## src/rtl/demux8_pkg.sv

```systemverilog
// Shared lane constants and target decode for the 1-to-8 registered demux.
// Latency: none (types, constants and a pure function only).
// Backpressure: not applicable; consumers apply their own flow control.
package demux8_pkg;

    localparam int NumLanes = 8;
    localparam int SelWidth = 3;

    // Lane index naming, matches the a_o..h_o output ordering.
    typedef enum logic [SelWidth-1:0] {
        LANE_A = 3'd0,
        LANE_B = 3'd1,
        LANE_C = 3'd2,
        LANE_D = 3'd3,
        LANE_E = 3'd4,
        LANE_F = 3'd5,
        LANE_G = 3'd6,
        LANE_H = 3'd7
    } lane_e;

    // One-hot lane mask for a unicast select, or all lanes on broadcast.
    function automatic logic [NumLanes-1:0] lane_target(
        input logic [SelWidth-1:0] sel,
        input logic                bcast
    );
        logic [NumLanes-1:0] tgt;
        tgt = '0;
        if (bcast) begin
            tgt = '1;
        end else begin
            tgt[sel] = 1'b1;
        end
        return tgt;
    endfunction

endpackage

```

## src/rtl/demux_slot.sv

```systemverilog
// One-entry registered holding slot for a single demux output lane.
// Latency: 1 clock from load_i to valid_o/data_o.
// Backpressure: can_load_o high when empty or draining; held contents frozen while stalled.
module demux_slot #(
    parameter int Width = 16
) (
    input  logic             clk_i,
    input  logic             rst_i,
    input  logic             load_i,
    input  logic [Width-1:0] data_i,
    input  logic             ready_i,
    output logic             valid_o,
    output logic [Width-1:0] data_o,
    output logic             can_load_o
);

    logic             valid_q;
    logic             valid_d;
    logic [Width-1:0] data_q;
    logic [Width-1:0] data_d;

    // The slot can take a new word if it is empty or its current word leaves this cycle.
    assign can_load_o = !valid_q || ready_i;
    assign valid_o    = valid_q;
    assign data_o     = data_q;

    // Next state: load wins over drain so a same-cycle drain+load keeps valid high.
    always_comb begin
        valid_d = valid_q;
        data_d  = data_q;
        if (load_i) begin
            valid_d = 1'b1;
            data_d  = data_i;
        end else if (valid_q && ready_i) begin
            // Data deliberately holds its last value once drained.
            valid_d = 1'b0;
        end
    end

    // Slot registers; reset discards any pending word.
    always_ff @(posedge clk_i) begin
        if (rst_i) begin
            valid_q <= 1'b0;
            data_q  <= '0;
        end else begin
            valid_q <= valid_d;
            data_q  <= data_d;
        end
    end

endmodule

```

## src/rtl/demux8_16.sv

```systemverilog
// Registered 1-to-8 demultiplexer with per-lane one-entry slots and broadcast.
// Latency: 1 clock from accepted input to lane outputs.
// Backpressure: ready_o follows the targeted slot(s); broadcast waits for all eight lanes.
module demux8_16
    import demux8_pkg::*;
#(
    parameter int Width = 16
) (
    input  logic                clk_i,
    input  logic                rst_i,
    input  logic [SelWidth-1:0] sel_i,
    input  logic                bcast_i,
    input  logic [Width-1:0]    data_i,
    input  logic                valid_i,
    output logic                ready_o,
    output logic [Width-1:0]    a_o,
    output logic [Width-1:0]    b_o,
    output logic [Width-1:0]    c_o,
    output logic [Width-1:0]    d_o,
    output logic [Width-1:0]    e_o,
    output logic [Width-1:0]    f_o,
    output logic [Width-1:0]    g_o,
    output logic [Width-1:0]    h_o,
    output logic [NumLanes-1:0] valid_o,
    input  logic [NumLanes-1:0] ready_i
);

    logic [NumLanes-1:0] target;
    logic [NumLanes-1:0] can_load;
    logic [NumLanes-1:0] load;
    logic                accept;
    logic [Width-1:0]    lane_dat [NumLanes];

    // Target decode and ready reduction; broadcast is all-or-nothing.
    always_comb begin
        target = lane_target(sel_i, bcast_i);
        if (bcast_i) begin
            ready_o = &can_load;
        end else begin
            ready_o = can_load[sel_i];
        end
        accept = valid_i && ready_o;
        load   = target & {NumLanes{accept}};
    end

    // One holding slot per lane so a stalled lane only blocks traffic aimed at it.
    for (genvar g = 0; g < NumLanes; g++) begin : g_lane
        demux_slot #(
            .Width (Width)
        ) u_slot (
            .clk_i      (clk_i),
            .rst_i      (rst_i),
            .load_i     (load[g]),
            .data_i     (data_i),
            .ready_i    (ready_i[g]),
            .valid_o    (valid_o[g]),
            .data_o     (lane_dat[g]),
            .can_load_o (can_load[g])
        );
    end

    assign a_o = lane_dat[int'(LANE_A)];
    assign b_o = lane_dat[int'(LANE_B)];
    assign c_o = lane_dat[int'(LANE_C)];
    assign d_o = lane_dat[int'(LANE_D)];
    assign e_o = lane_dat[int'(LANE_E)];
    assign f_o = lane_dat[int'(LANE_F)];
    assign g_o = lane_dat[int'(LANE_G)];
    assign h_o = lane_dat[int'(LANE_H)];

endmodule

```

## config.mk

```make
export PLATFORM = sky130hd
export DESIGN_NAME = demux8_16
export DESIGN_NICKNAME = d
export VERILOG_FILES = /design/src/rtl/demux8_pkg.sv /design/src/rtl/demux_slot.sv /design/src/rtl/demux8_16.sv
export SDC_FILE = /design/constraint.sdc
export NUM_CORES = 1
export LEC_CHECK = 0
export ABC_CLOCK_PERIOD_IN_PS = 2210
export CORE_MARGIN = 2
export CORE_UTILIZATION = 44
export CTS_BUF_LIST = sky130_fd_sc_hd__clkbuf_4
export DETAILED_ROUTE_END_ITERATION = 12
export PLACE_DENSITY_LB_ADDON = 0.15
export SLEW_MARGIN = 20
export SYNTH_ARGS = -nofsm -noshare
export SYNTH_HDL_FRONTEND = slang
export SYNTH_SLANG_ARGS = --single-unit
```

## constraint.sdc

```tcl
create_clock -name clk_i -period 2.21 [get_ports clk_i]
set_clock_uncertainty 0.05 [all_clocks]
set_input_delay 0.442 -clock clk_i [delete_from_list [all_inputs] [get_ports clk_i]]
set_output_delay 0.442 -clock clk_i [all_outputs]
set_load 0.01 [all_outputs]
```

==> impl_metrics.csv <==
group,metric,value,unit
status,status,"complete, but fails checks",
status,violations,"setup timing",
synth,synth_compound_area_share,3.33,%
synth,ys_types,36,
placed_design,place_area,0.00765,sq mm
finish,layout-drive-gt1-share,18.1,%
setup_path,cpMaxStageDelayCell,"or4b_4",
synth,synth_cells,527,
setup_path,path_buf_inv,2,
synth,syn_area_per_cell,10.8,sq um
finish,nFillCells,1007,
placed_design,place_ws,-1.01,ns
finish,multiInputGateArea,0.00277,sq mm
detailed_routing,drcViolationCount,0,
synth,synthMuxAreaShare,22.4,%
detailed_routing,drt_iter0_markers,213,
grt,grt_pass1_vias,4489,
finish,seq_area,0.00273,sq mm
finish,area_delta_synth_final,47.1,%
cts,clk_pin_slew,0.11,ns
cts,cts_buffers,17,
power,p_int,0.00401,W
synth,async_flop_share,0,%
power,switching_share,26.4,%
synth,synthFlopType,"dfxtp_1",
cts,tritoncts,"yes",
synth,synth_top_family_by_area,"multiplexers",
placed_design,place.port_buffers,167,
grt,antenna_found_initial,0,
setup_path,cp.arrival,1.90,ns
synth,synth_common_cells,"nand2b_1 (153), dfxtp_1 (136), mux2i_1 (128)",
cts,clock_sinks,136,
setup_path,critical_path.top_delay_family,"simple AND/OR/NAND/NOR gates",
cts,htree_levels,4,
synth,ys_warn_count,0,
finish,stdcell_area,0.00841,sq mm
cts,clockBufferDepth,2,
die,io_pins,168,
sta,hold_violations,0,
sta,rsz0062_at_grt,"true",
setup_path,r2r_setup_slack,-0.05,ns
grt,grt_pass1_wl,24100,microns
setup_path,required,1.72,ns
setup_path,max_stage_delay,0.50,ns
power,power_frac_seq,49.0,%
die,die_x,118,microns
flow_run,maxCapViolCount,0,
die,dieArea,0.0139,sq mm
die,start_util,45.1,%
placed_design,dp_hpwl,10300,microns
die,core_area,0.0127,sq mm
detailed_routing,wl,16100,microns
detailed_routing,drt_first_pass_iters,4,
sta,max_freq,417,MHz
synth,syn-num-nets,558,
sta,setup_tns,-2.68,ns
detailed_routing,vias,4357,
placed_design,gp_congestion,0.786,
cts,clk_latency,0.55,ns
grt,grt_max_degree,63,
die,fp.dieH,118,microns
setup_path,worst-setup-path-type,"input port to output port",
synth,ys_seq_area_share,47.7,%
sta,slew_violations,0,
grt,grt_overflow,0,
setup_path,startpoint_type,"input port",
synth,synth_area_leaders,"dfxtp_1 (48%), mux2i_1 (22%), nand2b_1 (17%)",
grt,grt_usage,22.3,%
power,combPwrFrac,20.1,%
synth,yosys.area_share.adder,0,%
sta,worstMarginPinSlew,0.506,ns
sta,finalCritPeriodShare,108,%
power,cellLeakagePower,3.70,nW
power,peakVddDrop,0.399,mV
sta,setup_ws,-0.185,ns
synth,yosysTopAreaCell,"dfxtp_1",
synth,synth_xor_area_share,0,%
die,num_rows,41,
setup_path,crit_chain,"clkdlybuf4s50_1 -> nand4bb_1 -> a31oi_4 -> or4b_4 -> nand2_1 -> buf_2",
synth,yosysTopAreaCellShare,47.7,%
sta,slew-limit-headroom,66.2,%
synth,synth_edf_count,0,
finish,fin_nets,754,
sta,setup_viol,76,
synth,syn_area,0.00571,sq mm
synth,yosysMostFrequentCell,"nand2b_1",
power,power.density,648,mW/mm^2
sta,fin_crit,2.40,ns
synth,synth-simple-area-share,19.8,%
detailed_routing,final_antenna_net_count,0,
power,p_switching,0.00144,W
setup_path,endpoint_kind,"output port",
min_path,hp-class,"input port to register",
cts,root_buffer,"clkbuf_4",
detailed_routing,wl_per_cell,17.7,microns
finish,diodes,0,
setup_path,crit_fanout,2,
detailed_routing,vias_per_cell,4.81,
synth,ys_ff_latch,136,
power,pwr-share-clk,30.9,%
layout by cell type (no fill, tap or decap), types with 5 or more instances in the layout:
cell	n
a21oi_1	8
mux2i_1	126
dfxtp_1	130
nand2b_4	6
buf_12	7
clkdlybuf4s50_1	161
dfxtp_2	6
nand2b_1	147
buf_6	9
o21ai_4	5
buf_4	47
clkbuf_4	20
registers in the layout (all words and copies together) (netlist names):
name and count:
g_lane.u_slot.valid_o 8, g_lane.u_slot.data_o 128
power by group through the flow:
stage / registers [W] / clock network (W) / logic [W]
final: 0.00267 / 0.00168 / 0.00110
after global routing: 0.00269 / 0.00182 / 0.00116
after CTS: 0.00267 / 0.00171 / 0.00105
after detailed placement: 0.00272 / 0 / 0.000971
after global placement: 0.00272 / 0 / 0.000958
after floorplan: 0.00277 / 0 / 0.000438
cell families (layout without fill, tap and decap cells):
| logic type | Yosys count | in the layout |
|---|---|---|
| AOI/OAI and AO/OA | 28 | 28 |
| buffers and inverters | 61 | 268 |
| DFF | 136 | 136 |
| muxes | 128 | 128 |
| and+or+nand+nor | 174 | 174 |
path summary, 6_finish.rpt:
check                                             endpoint  cells past startpoint                                startpoint
setup reg to reg   g_lane[0].u_slot.data_o[9]$_SDFFE_PP0P_                     12     g_lane[5].u_slot.valid_o$_SDFFE_PP0P_
hold reg to reg   g_lane[7].u_slot.data_o[13]$_SDFFE_PP0P_                      2  g_lane[7].u_slot.data_o[13]$_SDFFE_PP0P_
setup / recovery                                   ready_o                      6                                ready_i[1]
hold / removal       g_lane[2].u_slot.valid_o$_SDFFE_PP0P_                      4                                ready_i[2]
worst reg2reg max path, delay by kind of cell (launching register included):
kind	cells	cell delay [ns]
AO/OA/AOI/OAI	2	0.33
flip-flops	1	0.36
multiplexers	1	0.22
AND/OR/NAND/NOR	1	0.12
buffers and inverters	8	1.11
per-stage QoR:
| stage | hold slack [ns] | std cells | util (%) | power [W] |
|---|---|---|---|---|
| 3_3_place_gp | 0.409 | 854 | 60.4 | 0.00367 |
| 5_1_grt | 0.314 | 906 | 66.3 | 0.00566 |
| 3_5_place_dp | 0.410 | 854 | 60.4 | 0.00369 |
| 2_1_floorplan | 0.412 | 527 | - | 0.00321 |
| 4_1_cts | 0.285 | 901 | 64.7 | 0.00543 |
| 6_report | 0.348 | 906 | 66.3 | 0.00545 |
per-layer routing:
layer,vias to the layer above,wire length (microns),track usage (%)
met5,-,0,0
met4,0,247,8.43
met3,20,883,7.32
met2,109,7790,37.4
met1,2087,7160,26.5
li1,2141,-,-
cell type report:
| cell class | count | area share, % |
|---|---|---|
| Multi-Input combinational cell | 330 | 33.0 |
| Sequential cell | 136 | 32.5 |
| Clock inverter | 10 | 1.53 |
| Timing Repair Buffer | 236 | 28.6 |
| Clock buffer | 20 | 1.79 |
| Tap cell | 172 | 2.56 |
| Inverter | 2 | 0.0893 |
repair_timing:
item | in CTS | in global routing
hold buffers | 0 | 0
buffers inserted | 19 | 5
pin swaps | 8 | 13
resized for setup | 42 | 29
setup endpoints to repair | 135 | 134
gates cloned | 2 | 4
(Power assumes the default switching activity.)
